===== config.mk =====
export PLATFORM = sky130hd
export DESIGN_NAME = ball_renderer
export DESIGN_NICKNAME = d
export VERILOG_FILES = /design/src/rtl/ball_renderer.sv
export SDC_FILE = /design/constraint.sdc
export NUM_CORES = 1
export LEC_CHECK = 0
export ABC_AREA = 1
export CORE_AREA = 2 2 140 108
export CTS_CLUSTER_DIAMETER = 50
export CTS_CLUSTER_SIZE = 25
export DETAILED_ROUTE_END_ITERATION = 16
export DIE_AREA = 0 0 142 110
export PLACE_DENSITY = 0.72
export SLEW_MARGIN = 25
export SYNTH_ARGS = -nofsm -noshare
export SYNTH_HDL_FRONTEND = slang
export SYNTH_SLANG_ARGS = --single-unit

===== constraint.sdc =====
create_clock -name clock_162 -period 9.55 [get_ports clock_162]
set_clock_uncertainty 0.05 [all_clocks]
set_input_delay 0.955 -clock clock_162 [delete_from_list [all_inputs] [get_ports clock_162]]
set_output_delay 0.955 -clock clock_162 [all_outputs]
set_load 0.02 [all_outputs]

===== src/rtl/ball_renderer.sv =====
// Bouncing-ball sprite: once-per-frame physics FSM plus a two-stage pixel colour pipeline.
// Physics updates a private position; the renderer only ever reads the committed display copy.
module ball_renderer #(
  parameter int          H_ACTIVE  = 1600,
  parameter int          V_ACTIVE  = 1200,
  parameter int          BALL_SIZE = 16,
  parameter int          GRAVITY   = 1,
  parameter int          VMAX      = 24,
  parameter int          X0        = 100,
  parameter int          Y0        = 100,
  parameter int          VX0       = 3,
  parameter int          VY0       = 0,
  parameter logic [11:0] BALL_RGB  = 12'hF80,
  parameter logic [11:0] BG_RGB    = 12'h004
) (
  input  logic        clock_162,
  input  logic        rst,
  input  logic [10:0] px_col,
  input  logic [10:0] px_row,
  input  logic        px_valid,
  input  logic        frame_start,
  output logic [3:0]  RED,
  output logic [3:0]  GREEN,
  output logic [3:0]  BLUE,
  output logic        rgb_valid,
  output logic        busy
);

  typedef enum logic [2:0] {IDLE, GRAV, MOVE, BOUNCE, COMMIT} state_t;

  localparam logic signed [12:0] VMAX_S   = 13'(VMAX);
  localparam logic signed [12:0] VMIN_S   = 13'(-VMAX);
  localparam logic signed [12:0] X_LIM_S  = 13'(H_ACTIVE - BALL_SIZE);
  localparam logic signed [12:0] Y_LIM_S  = 13'(V_ACTIVE - BALL_SIZE);
  localparam logic [12:0]        BALL_EXT = 13'(BALL_SIZE);

  state_t             state_reg;
  logic               busy_reg;
  logic [11:0]        px_reg, py_reg, dx_reg, dy_reg;
  logic signed [11:0] vx_reg, vy_reg;
  logic signed [12:0] nx_reg, ny_reg;

  logic signed [12:0] vy_grav;
  logic signed [11:0] vy_sat;
  logic signed [12:0] nx_next, ny_next;

  // Gravity is added in 13 bits so the saturation compare sees the true sum.
  assign vy_grav = {vy_reg[11], vy_reg} + 13'(GRAVITY);
  assign nx_next = {1'b0, px_reg} + {vx_reg[11], vx_reg};
  assign ny_next = {1'b0, py_reg} + {vy_reg[11], vy_reg};

  always_comb begin
    vy_sat = vy_grav[11:0];
    if (vy_grav > VMAX_S)
      vy_sat = VMAX_S[11:0];
    else if (vy_grav < VMIN_S)
      vy_sat = VMIN_S[11:0];
  end

  always_ff @(posedge clock_162 or posedge rst) begin
    if (rst) begin
      state_reg <= IDLE;
      busy_reg  <= 1'b0;
      px_reg    <= 12'(X0);
      py_reg    <= 12'(Y0);
      dx_reg    <= 12'(X0);
      dy_reg    <= 12'(Y0);
      vx_reg    <= 12'(VX0);
      vy_reg    <= 12'(VY0);
      nx_reg    <= '0;
      ny_reg    <= '0;
    end else begin
      case (state_reg)
        IDLE: begin
          if (frame_start) begin
            state_reg <= GRAV;
            busy_reg  <= 1'b1;
          end
        end
        GRAV: begin
          vy_reg    <= vy_sat;
          state_reg <= MOVE;
        end
        MOVE: begin
          nx_reg    <= nx_next;
          ny_reg    <= ny_next;
          state_reg <= BOUNCE;
        end
        BOUNCE: begin
          if (ny_reg >= Y_LIM_S) begin
            py_reg <= Y_LIM_S[11:0];
            vy_reg <= -vy_reg;
          end else if (ny_reg[12]) begin
            py_reg <= '0;
            vy_reg <= -vy_reg;
          end else begin
            py_reg <= ny_reg[11:0];
          end
          if (nx_reg >= X_LIM_S) begin
            px_reg <= X_LIM_S[11:0];
            vx_reg <= -vx_reg;
          end else if (nx_reg[12]) begin
            px_reg <= '0;
            vx_reg <= -vx_reg;
          end else begin
            px_reg <= nx_reg[11:0];
          end
          state_reg <= COMMIT;
        end
        COMMIT: begin
          dx_reg    <= px_reg;
          dy_reg    <= py_reg;
          state_reg <= IDLE;
          busy_reg  <= 1'b0;
        end
        default: begin
          state_reg <= IDLE;
          busy_reg  <= 1'b0;
        end
      endcase
    end
  end

  assign busy = busy_reg;

  logic [12:0] col_ext, row_ext, dx_ext, dy_ext;
  logic        hit_next;
  logic        hit_reg, valid_reg;
  logic [11:0] rgb_reg;
  logic        rgb_valid_reg;

  // Bounds are widened to 13 bits so dx+BALL_SIZE can never wrap.
  assign col_ext  = {2'b00, px_col};
  assign row_ext  = {2'b00, px_row};
  assign dx_ext   = {1'b0, dx_reg};
  assign dy_ext   = {1'b0, dy_reg};
  assign hit_next = px_valid
                  & (col_ext >= dx_ext) & (col_ext < dx_ext + BALL_EXT)
                  & (row_ext >= dy_ext) & (row_ext < dy_ext + BALL_EXT);

  always_ff @(posedge clock_162 or posedge rst) begin
    if (rst) begin
      hit_reg       <= 1'b0;
      valid_reg     <= 1'b0;
      rgb_reg       <= '0;
      rgb_valid_reg <= 1'b0;
    end else begin
      hit_reg       <= hit_next;
      valid_reg     <= px_valid;
      rgb_valid_reg <= valid_reg;
      if (!valid_reg)
        rgb_reg <= 12'h000;
      else if (hit_reg)
        rgb_reg <= BALL_RGB;
      else
        rgb_reg <= BG_RGB;
    end
  end

  assign RED       = rgb_reg[11:8];
  assign GREEN     = rgb_reg[7:4];
  assign BLUE      = rgb_reg[3:0];
  assign rgb_valid = rgb_valid_reg;

endmodule


==> results.txt <==
The flow ran to the end, and the final reports show no timing, DRC or antenna violations. The die is 142 um wide. The via total after detailed routing is 5,660.

Summed over all nets, the switching power comes to 1200 uW. The number of antenna repair diodes came out at 0. The number of search-and-repair iterations in the first detailed-routing pass is 5. The pin slew with the least headroom to its limit came out at 0.903 ns. The logic gate share of total power came out at 0.531. The fraction of the cycle the final worst path needs is 0.264.

The internal cell power is 1380 uW. The number of slew-limit violations in the final report is 0. The final critical-path required period came out at 2.52 ns. The initial standard-cell utilization of the core is 0.490.

The number of synthesized register bits is 106. The count of routing violations after the opening detailed-route iteration is 386. The required time at the worst-slack endpoint came out at 9.72 ns. The least setup slack across all paths after layout came out at 7.03 ns. Synthesis produced 888 cells.

The area of the mapped netlist came out at 6970 um^2. For the worst setup path, the data arrival time is 2.69 ns. Of the total power, registers draw 0.327. The classification of the worst setup path is reg2reg. Global routing finished with a remaining overflow of 0. Hold repair after CTS inserted 0 buffers. The number of filler instances in the final layout came out at 1,328. The wire length per cell after detailed routing is 13.4 um.

The met3 track demand over resource in global routing is 0.0441. The initial antenna violation count came to 0. The count of H-tree levels built during CTS came out at 3. The estimated wirelength of the detail-placed design came out at 11,000 um. The post-layout net count is 1,000. 40 I/O pins were placed. The kind of end point of the critical path is a register. The layer flagged by global routing as most heavily used is met1. The reg-to-reg setup timing slack came out at 7.03 ns.

The number of buffers added by the clock tree synthesis step is 9. The final count of hold timing violations is 0. In this run the mean area of a mapped cell was 7.85 um^2. The overall die area came out at 15,600 um^2. The number of routed nets with antenna violations came out at 0. The worst setup path is launched from a register.

Counting along the longest clock path gives a buffer depth of 2. Across the run, the number of max-cap violations was 0. Gates resized during post-CTS repair numbered 0. Of the total power, the share spent switching nets is 0.465.

From bottom edge to top edge, the die measures 110 um. The share of total power dissipated in the clock network is 0.142. For this run, the number of Yosys warnings is 0. The leakage power of the design came out at 0.00367 uW. The class of the worst hold path is reg2reg. In this run the clock root is driven by a sky130_fd_sc_hd__clkbuf_16.

The share of the Yosys chip area taken by registers is 0.383. In the global route stage, met2 resource usage came out at 0.293. Entering global routing, the biggest net connects 57 pins.

The number of unique standard cell types used by synthesis is 42. For the final routed database, the setup TNS stands at 0 ns. The post-detailed-route via-to-cell ratio is 5.18.

Setup violations remaining at the end of the flow were counted as 0. The final estimated routing congestion in global placement came out at 0.890. The ratio of total power to cell area is 337 nW/um^2. The largest voltage drop on the vdd net is 0.000116 V.

The detailed-route wire length came out at 14,600 um. TritonCTS built the clock tree. The relative area change from synthesis to final layout is 10.3%. The share of post-route cells with drive strength above 1 is 0.0712. The clock edge transition at the registers on the reported setup and hold paths came out at 0.07 ns. Headroom to the max-slew limit came out at 0.398.

The aggregate global-route resource usage came out at 0.201. The area of the core is 14,200 um^2. Setup repair after global routing left no endpoint under its margin.

The number of buffers inserted by port buffering came out at 33. For this run, global-route usage on met1 was measured as 0.300. The post-CTS repair timing setup buffer count came out at 0. Prior to clock tree synthesis, the placed netlist has a worst setup slack of 6.83 ns. The number of global-route vias before repair is 5,163.

Along the worst path, the maximum fanout reaches 8. The global-route wire length before repair came out at 24,800 um. In the routed design, unresolved DRC markers number 0. Timing would allow up to 397 MHz. Clock tree synthesis found a total of 106 sinks.

The worst-skew pair later-pin latency came out at 0.35 ns. After floorplanning, the core was divided into 38 placement rows.
==> synth_stat cells (all sizes together) <==
master | count | area [um^2]
nand2 | 176 | 673
o21ai | 72 | 360
nand3b | 1 | 7.51
nand4 | 29 | 181
dfstp | 13 | 342
a31oi | 23 | 144
conb | 1 | 3.75
a22oi | 5 | 37.5
dfrtp | 93 | 2330
nor4 | 1 | 6.26
a21boi | 1 | 7.51
o22ai | 8 | 50.1
buf | 21 | 140
clkbuf | 13 | 58.8
a21o | 7 | 52.6
nor3 | 11 | 65.1
mux2 | 1 | 11.3
a21oi | 52 | 268
xor2 | 12 | 105
o21a | 1 | 7.51
o211ai | 4 | 30.0
inv | 122 | 458
o21bai | 8 | 60.1
and2 | 1 | 6.26
nand3 | 40 | 200
fa | 2 | 40.0
or2 | 13 | 81.3
xnor2 | 14 | 123
o2111ai | 1 | 8.76
nor2 | 78 | 310
ha | 64 | 801
==> layout by cell type (no fill, tap or decap), types with 9 or more instances in the layout <==
| master | netlist | final |
|---|---|---|
| sky130_fd_sc_hd__nand2_1 | 171 | 171 |
| sky130_fd_sc_hd__inv_1 | 121 | 120 |
| sky130_fd_sc_hd__dfrtp_1 | 93 | 93 |
| sky130_fd_sc_hd__nor2_1 | 73 | 72 |
| sky130_fd_sc_hd__o21ai_0 | 68 | 68 |
| sky130_fd_sc_hd__ha_1 | 64 | 64 |
| sky130_fd_sc_hd__a21oi_1 | 50 | 50 |
| sky130_fd_sc_hd__nand3_1 | 40 | 40 |
| sky130_fd_sc_hd__clkdlybuf4s50_1 | 0 | 33 |
| sky130_fd_sc_hd__nand4_1 | 29 | 29 |
| sky130_fd_sc_hd__a31oi_1 | 23 | 23 |
| sky130_fd_sc_hd__xnor2_1 | 14 | 14 |
| sky130_fd_sc_hd__or2_2 | 13 | 13 |
| sky130_fd_sc_hd__dfstp_2 | 13 | 13 |
| sky130_fd_sc_hd__xor2_1 | 12 | 12 |
| sky130_fd_sc_hd__nor3_1 | 9 | 9 |
| sky130_fd_sc_hd__clkbuf_16 | 0 | 9 |
==> critical path, cell delays in order (launching register included) <==
cell                      delay (ns)
sky130_fd_sc_hd__dfrtp_1        0.57
sky130_fd_sc_hd__ha_1           0.22
sky130_fd_sc_hd__inv_1          0.07
sky130_fd_sc_hd__fa_1           0.41
sky130_fd_sc_hd__o21ai_1        0.31
sky130_fd_sc_hd__a21oi_1        0.17
sky130_fd_sc_hd__o21ai_1        0.23
sky130_fd_sc_hd__a21oi_1        0.12
sky130_fd_sc_hd__inv_1          0.06
sky130_fd_sc_hd__nand2_1        0.04
sky130_fd_sc_hd__nand3_1        0.06
sky130_fd_sc_hd__o21ai_0        0.09
==> cell type report <==
class	count	area [um^2]	share of cell area
Inverter	122	460	0.0599
Sequential cell	106	2670	0.347
Multi-Input combinational cell	631	3670	0.477
Clock inverter	7	70.1	0.00912
Clock buffer	9	225	0.0293
Timing Repair Buffer	38	368	0.0479
Tap cell	180	225	0.0293
==> power groups by stage <==
stage	Sequential [uW]	Clock, uW	Combinational, uW
2_1_floorplan	780	0	1120
3_3_place_gp	842	0	1330
3_5_place_dp	850	0	1360
4_1_cts	843	377	1370
5_1_grt	876	394	1600
6_report	847	367	1370
==> cell families (layout without fill, tap and decap cells) <==
logic type	after synthesis	after routing	share of synthesized area
AOI/OAI and AO/OA	182	182	0.147
xor gates and xnor gates	26	26	0.0327
adders and majority gates	66	66	0.121
buffers and inverters	156	176	0.0943
DFF	106	106	0.383
muxes	1	1	0.00162
other	1	6	0.000538
and+or+nand+nor	350	350	0.220
==> metal layers <==
| layer | share of wire | wire length, um |
|---|---|---|
| met3 | 0.054 | 794 |
| met1 | 0.53 | 7680 |
| met5 | 0 | 0 |
| met4 | 0.0093 | 136 |
| met2 | 0.41 | 6010 |
==> stage by stage <==
| step | utilization | area (um^2) | power, uW | hold WS [ns] | cells |
|---|---|---|---|---|---|
| CTS | 0.541 | 7680 | 2590 | 0.353 | 1093 |
| global route | 0.541 | 7680 | 2870 | 0.368 | 1093 |
| finish | 0.541 | 7680 | 2590 | 0.356 | 1093 |
| global placement | 0.520 | 7390 | 2170 | 0.334 | 1077 |
| detailed placement | 0.520 | 7390 | 2210 | 0.337 | 1077 |
| floorplan | - | 6990 | 1900 | 0.324 | 893 |
==> worst paths after layout <==
kind / from / endpoint / depth (start not counted)
setup / recovery: vy_reg[0] / ny_reg[10] / 11
hold / removal: valid_reg / rgb_valid / 0
setup reg to reg: vy_reg[0] / ny_reg[10] / 11
hold reg to reg: valid_reg / rgb_valid / 0
max in group asynchronous: rst / px_reg[3] / 3
min in group asynchronous: rst / rgb_reg[2] / 2
No activity file was read; power rests on OpenSTA's default activity.
